`src/rtl/iiitb_r2_4bit_div_if.sv`:
```
// Start/done handshake and operand/result bundle for the radix-2 restoring divider.
// The requester drives the master side; the divider implements the slave side.
interface iiitb_r2_4bit_div_if #(
    parameter int N = 4
);
    logic           start;
    logic [2*N-1:0] dividend;
    logic [N-1:0]   divisor;
    logic [N-1:0]   quotient;
    logic [N-1:0]   remainder;
    logic           busy;
    logic           done;
    logic           div_by_zero;
    logic           overflow;

    modport master (
        output start, dividend, divisor,
        input  quotient, remainder, busy, done, div_by_zero, overflow
    );

    modport slave (
        input  start, dividend, divisor,
        output quotient, remainder, busy, done, div_by_zero, overflow
    );
endinterface

```
`src/rtl/iiitb_r2_4bit_div.sv`:
```
// Radix-2 sequential restoring divider: 2N-bit dividend / N-bit divisor, one quotient bit per clock.
// Define IIITB_DIV_SIGNED_EN for two's-complement operands with a sign-correction (FIX) state.
module iiitb_r2_4bit_div #(
    parameter int N = 4
) (
    input logic                 clk,
    input logic                 reset_n,
    iiitb_r2_4bit_div_if.slave  bus
);
    localparam int CW = $clog2(N + 1);

    typedef enum logic [1:0] {IDLE, RUN, FIX, DONE} state_t;

`ifdef IIITB_DIV_SIGNED_EN
    localparam state_t RUN_EXIT = FIX;
`else
    localparam state_t RUN_EXIT = DONE;
`endif

    state_t         state, state_next;
    logic [N-1:0]   r;
    logic [N-1:0]   qs;
    logic [N-1:0]   dvs;
    logic [CW-1:0]  count;
    logic [N-1:0]   quotient, remainder;
    logic           div_by_zero, overflow;

    logic [2*N-1:0] mag_dividend;
    logic [N-1:0]   mag_divisor;
    logic           zero_div, pre_overflow;
    logic [N:0]     shifted, trial;
    logic [N-1:0]   r_step, qs_step;
    logic [N-1:0]   res_q, res_r;
    logic           accept, finish;

    assign zero_div = (bus.divisor == '0);

`ifdef IIITB_DIV_SIGNED_EN
    logic dvd_neg, dvs_neg;
    logic neg_q, neg_r;

    assign dvd_neg      = bus.dividend[2*N-1];
    assign dvs_neg      = bus.divisor[N-1];
    assign mag_dividend = dvd_neg ? -bus.dividend : bus.dividend;
    assign mag_divisor  = dvs_neg ? -bus.divisor : bus.divisor;
    // The most negative dividend has no positive magnitude, so it is always flagged.
    assign pre_overflow = (bus.dividend == {1'b1, {(2*N-1){1'b0}}})
                       || ((mag_dividend >> (N - 1)) >= {{N{1'b0}}, mag_divisor});
    assign res_q        = neg_q ? -qs : qs;
    assign res_r        = neg_r ? -r : r;
`else
    assign mag_dividend = bus.dividend;
    assign mag_divisor  = bus.divisor;
    assign pre_overflow = (bus.dividend[2*N-1:N] >= bus.divisor);
    assign res_q        = qs_step;
    assign res_r        = r_step;
`endif

    // Partial remainder stays below the divisor, so its extra top bit is only needed in the trial.
    assign shifted = {r, qs[N-1]};
    assign trial   = shifted - {1'b0, dvs};
    assign r_step  = trial[N] ? shifted[N-1:0] : trial[N-1:0];
    assign qs_step = {qs[N-2:0], ~trial[N]};

    assign accept = (state == IDLE) && bus.start;
    assign finish = (state != IDLE) && (state_next == DONE);

    always_comb begin
        state_next = state;
        unique case (state)
            IDLE: if (bus.start) state_next = (zero_div || pre_overflow) ? DONE : RUN;
            RUN:  if (count == CW'(1)) state_next = RUN_EXIT;
            FIX:  state_next = DONE;
            DONE: state_next = IDLE;
            default: state_next = IDLE;
        endcase
    end

    always_ff @(posedge clk) begin
        if (!reset_n) begin
            state       <= IDLE;
            r           <= '0;
            qs          <= '0;
            dvs         <= '0;
            count       <= CW'(N);
            quotient    <= '0;
            remainder   <= '0;
            div_by_zero <= 1'b0;
            overflow    <= 1'b0;
`ifdef IIITB_DIV_SIGNED_EN
            neg_q       <= 1'b0;
            neg_r       <= 1'b0;
`endif
        end else begin
            state <= state_next;
            if (accept) begin
                div_by_zero <= zero_div;
                overflow    <= !zero_div && pre_overflow;
                count       <= CW'(N);
                r           <= mag_dividend[2*N-1:N];
                qs          <= mag_dividend[N-1:0];
                dvs         <= mag_divisor;
`ifdef IIITB_DIV_SIGNED_EN
                neg_q       <= dvd_neg ^ dvs_neg;
                neg_r       <= dvd_neg;
`endif
                if (zero_div) begin
                    quotient  <= '1;
                    remainder <= bus.dividend[N-1:0];
                end else if (pre_overflow) begin
                    quotient  <= '0;
                    remainder <= '0;
                end
            end else if (state == RUN) begin
                count <= count - 1'b1;
                r     <= r_step;
                qs    <= qs_step;
            end
            if (finish) begin
                quotient  <= res_q;
                remainder <= res_r;
            end
        end
    end

    assign bus.quotient    = quotient;
    assign bus.remainder   = remainder;
    assign bus.div_by_zero = div_by_zero;
    assign bus.overflow    = overflow;
    assign bus.busy        = (state != IDLE);
    assign bus.done        = (state == DONE);
endmodule

```
`src/flat_wrapper.sv`:
```
// flat-port wrapper written by rule: the top's interface ports become plain ports
module iiitb_r2_4bit_div_flat 
#(
    parameter int N = 4
)
  (clk, reset_n, bus_start, bus_dividend, bus_divisor, bus_quotient, bus_remainder, bus_busy, bus_done, bus_div_by_zero, bus_overflow);
  iiitb_r2_4bit_div_if #(.N(N)) bus_i ();
  input logic clk;
  input logic reset_n;
  input wire logic [$bits(bus_i.start)-1:0] bus_start;
  input wire logic [$bits(bus_i.dividend)-1:0] bus_dividend;
  input wire logic [$bits(bus_i.divisor)-1:0] bus_divisor;
  output wire logic [$bits(bus_i.quotient)-1:0] bus_quotient;
  output wire logic [$bits(bus_i.remainder)-1:0] bus_remainder;
  output wire logic [$bits(bus_i.busy)-1:0] bus_busy;
  output wire logic [$bits(bus_i.done)-1:0] bus_done;
  output wire logic [$bits(bus_i.div_by_zero)-1:0] bus_div_by_zero;
  output wire logic [$bits(bus_i.overflow)-1:0] bus_overflow;
  assign bus_i.start = bus_start;
  assign bus_i.dividend = bus_dividend;
  assign bus_i.divisor = bus_divisor;
  assign bus_quotient = bus_i.quotient;
  assign bus_remainder = bus_i.remainder;
  assign bus_busy = bus_i.busy;
  assign bus_done = bus_i.done;
  assign bus_div_by_zero = bus_i.div_by_zero;
  assign bus_overflow = bus_i.overflow;
  iiitb_r2_4bit_div #(.N(N)) u_core (.clk(clk), .reset_n(reset_n), .bus(bus_i));
endmodule
```
`config.mk`:
```
export PLATFORM = sky130hd
export DESIGN_NAME = iiitb_r2_4bit_div_flat
export DESIGN_NICKNAME = d
export VERILOG_FILES = /design/src/rtl/iiitb_r2_4bit_div_if.sv /design/src/rtl/iiitb_r2_4bit_div.sv /design/src/flat_wrapper.sv
export SDC_FILE = /design/constraint.sdc
export NUM_CORES = 1
export LEC_CHECK = 0
export CELL_PAD_IN_SITES_DETAIL_PLACEMENT = 0
export CELL_PAD_IN_SITES_GLOBAL_PLACEMENT = 1
export CORE_MARGIN = 1.5
export CORE_UTILIZATION = 35
export DETAILED_ROUTE_END_ITERATION = 8
export DONT_BUFFER_PORTS = 1
export PLACE_DENSITY_LB_ADDON = 0.1
export SYNTH_ARGS = -nofsm -noshare
export SYNTH_HDL_FRONTEND = slang
export SYNTH_SLANG_ARGS = --single-unit
```
`constraint.sdc`:
```
create_clock -name clk -period 2.05 [get_ports clk]
set_input_delay 0.41 -clock clk [delete_from_list [all_inputs] [get_ports clk]]
set_output_delay 0.41 -clock clk [all_outputs]
set_load 0.01 [all_outputs]
```
==> results.py <==
metrics = {
    "pwr": {
        "p_per_area_nw_per_um2": 1640,
        "p_leak_nw": 0.749,
        "peakVddDrop_uv": 472,
    },
    "placed_design": {
        "hpwl_mm": 2.74,
        "place_congestion": 0.855,
        "io_buffers": 0,
        "post-place-cells": 237,
        "dpl_worst_slack_ps": -124,
    },
    "job": {
        "cap_violations": 0,
    },
    "synth": {
        "ys_ff_latch": 27,
        "synth_flop_cell": "dfxtp_1",
        "synth_cells": 182,
        "synthArstFlopShare_pct": 0,
        "yosys_warnings": 0,
        "ys_seq_area_share_pct": 34.6,
        "synth_area_per_cell_um2": 8.59,
        "syn-num-nets": 213,
        "synth_area_um2": 1560,
        "ys_types": 40,
        "synth-edff-count": 0,
    },
    "grt": {
        "grt_usage_pct": 15.8,
        "grt_pass1_vias": 1272,
        "antenna_found_initial": 0,
        "grt_max_degree": 25,
        "overflow": 0,
        "grt_pass1_wl_mm": 6.18,
    },
    "sta": {
        "max_clock_freq_ghz": 0.468,
        "rsz0062_at_grt": "true",
        "hold_viol": 0,
        "fin_skew_ps": 4.47,
        "setup_tns_ps": -386,
        "setup_ws_ps": -89.0,
        "worst_pin_slew_ps": 396,
        "maxSlewViolCount": 0,
        "period_needed_ps": 2140,
        "timing.slew.headroom_pct": 73.6,
        "fin_crit_sh_pct": 104,
        "setup_viol": 7,
    },
    "finish": {
        "syn2layout_area_growth_pct": 16.7,
        "drive_above_1_share_pct": 17.5,
        "layout.nets": 226,
        "nFillCells": 443,
        "final_core_util_pct": 42.2,
        "instances_no_fill": 246,
        "diodes": 0,
    },
    "die": {
        "ios": 27,
        "die_h_um": 69.8,
        "start_util_pct": 36.1,
        "rows": 24,
        "core_um2": 4320,
        "chipWidth_um": 69.8,
        "die_area_um2": 4870,
    },
    "cts": {
        "clockRootBuffer": "clkbuf_8",
        "cts_hold_repair.buffers": 0,
        "clock-sinks": 27,
        "insertion_delay_ps": 270,
        "cts_tree": "done",
        "cts_buffer_depth": 2,
        "numCtsBuffers": 3,
        "path_clk_slew_ps": 100,
        "htreeDepth": 1,
    },
    "worst_setup_path": {
        "crit_arrival_ps": 2350,
        "end_kind": "register",
        "critPathMaxFanout": 4,
        "path_class": "register to register",
        "crit_required_ps": 2260,
        "cp-start-kind": "register",
    },
    "drt": {
        "drtIter0Drc": 52,
        "route.vias.total": 1251,
        "wl_per_cell_um": 15.0,
        "drc": 0,
        "detail-route-antenna-nets": 0,
        "dr.pass1.iters": 4,
        "drt_wl_total_mm": 3.69,
        "routed_via_density": 5.09,
    },
    "run_status": {
        "violations": "setup timing",
        "status": "finished with violations",
    },
    "worst_hold_path": {
        "hold_class": "input pin to register",
    },
}
==> registers in the layout, summed over array words and instances, names as in the netlist <==
| name | flops |
|---|---|
| u_core.bus.quotient | 4 |
| u_core.bus.remainder | 4 |
| u_core.dvs | 4 |
| u_core.qs | 4 |
| u_core.r | 4 |
| u_core.count | 3 |
| u_core.state | 2 |
| u_core.bus.div_by_zero | 1 |
| u_core.bus.overflow | 1 |
==> placed cells by master, fill, tap and decap left out, types with 3 or more instances in the layout <==
cell type,count
buf_4,15
a21oi_1,15
o211a_1,3
inv_1,14
ha_1,14
nor2b_1,3
clkbuf_8,3
dfxtp_1,26
o21ai_0,11
mux2i_1,5
a31oi_1,3
nand3_1,6
and2_1,4
nand2_1,22
a21boi_0,4
nor2_1,8
xnor2_1,3
==> metal layers <==
layer	GRT usage [%]	vias to the layer above	wire length, um
met3	3.34	2	109
met4	3.21	0	29
met5	0	-	0
met2	27.7	13	1880
li1	-	646	-
met1	20.0	590	1670
==> cell families (layout without fill, tap and decap cells) <==
| logic type | count (synthesis) | after routing | synth area share (%) |
|---|---|---|---|
| buf+inv | 24 | 36 | 6.08 |
| compound gates | 48 | 48 | 19.5 |
| flops | 27 | 27 | 34.6 |
| xor+xnor | 5 | 5 | 4.00 |
| fa+ha+maj | 16 | 16 | 13.3 |
| simple gates | 54 | 54 | 17.4 |
| mux | 8 | 8 | 5.12 |
==> power by group <==
part	leakage, nW	switching [W]	total (W)	internal, W
clock	0.0255	0.000171	0.000307	0.000136
combinational	0.502	0.000895	0.00180	0.000901
sequential	0.222	0.000172	0.000888	0.000716
==> through the flow <==
stage	power (W)	cell area [um2]	hold WS (ps)
floorplan	0.00201	1580	443
global placement	0.00242	1700	464
detailed placement	0.00244	1700	467
CTS	0.00281	1780	205
global route	0.00327	1820	201
finish	0.00299	1820	209
==> area by class of cell <==
| cell class | count | area (um2) | share of cell area, % |
|---|---|---|---|
| Multi-Input combinational cell | 131 | 970 | 53.2 |
| Timing Repair Buffer | 17 | 144 | 7.89 |
| Inverter | 15 | 56.3 | 3.09 |
| Sequential cell | 27 | 542 | 29.7 |
| Clock inverter | 1 | 5.00 | 0.275 |
| Clock buffer | 3 | 41.3 | 2.26 |
| Tap cell | 52 | 65.1 | 3.57 |
==> Yosys cell counts (all sizes together), types with 2 or more instances <==
master	n	area share, %
inv	15	3.6
ha	15	12
dfxtp	27	35
nand2b	3	1.2
o211a	3	1.9
a31oi	3	1.2
o21ai	13	4.2
nor2	8	1.9
nand2	22	5.3
a21o	2	1.0
a21oi	16	5.8
a21boi	5	2.4
nand3	6	1.9
a211oi	2	0.96
o211ai	2	0.96
xnor2	3	1.7
nor2b	3	1.2
nand4	2	1.2
clkbuf	6	1.4
mux2i	8	5.1
and2	4	1.6
xor2	2	2.3
buf	3	1.0
==> worst paths after layout <==
path / from / end / slack [ps] / depth (start not counted)
setup / recovery: u_core.dvs[0]$_SDFFE_PN0P_ / u_core.r[1]$_SDFFE_PN0P_ / -90 / 9
hold / removal: reset_n / u_core.count[2]$_SDFFE_PP1P_ / 210 / 1
hold reg to reg: u_core.dvs[2]$_SDFFE_PN0P_ / u_core.dvs[2]$_SDFFE_PN0P_ / 480 / 2
setup reg to reg: u_core.dvs[0]$_SDFFE_PN0P_ / u_core.r[1]$_SDFFE_PN0P_ / -90 / 9
==> what timing repair did <==
item,4_1_cts,5_1_grt
buffers inserted,2,3
gates resized for setup,4,4
pin swaps,10,6
setup endpoints to repair,8,8
gates cloned,0,0
==> critical path, stage by stage (launching register included) <==
cell and delay (ps):
dfxtp_1 360, ha_4 170, fa_2 340, nand2b_4 160, a21oi_4 200, xor2_4 240
buf_6 150, mux2i_4 230, mux2i_1 90, a21oi_1 140
Note: power is estimated with default switching activity, not from simulation.
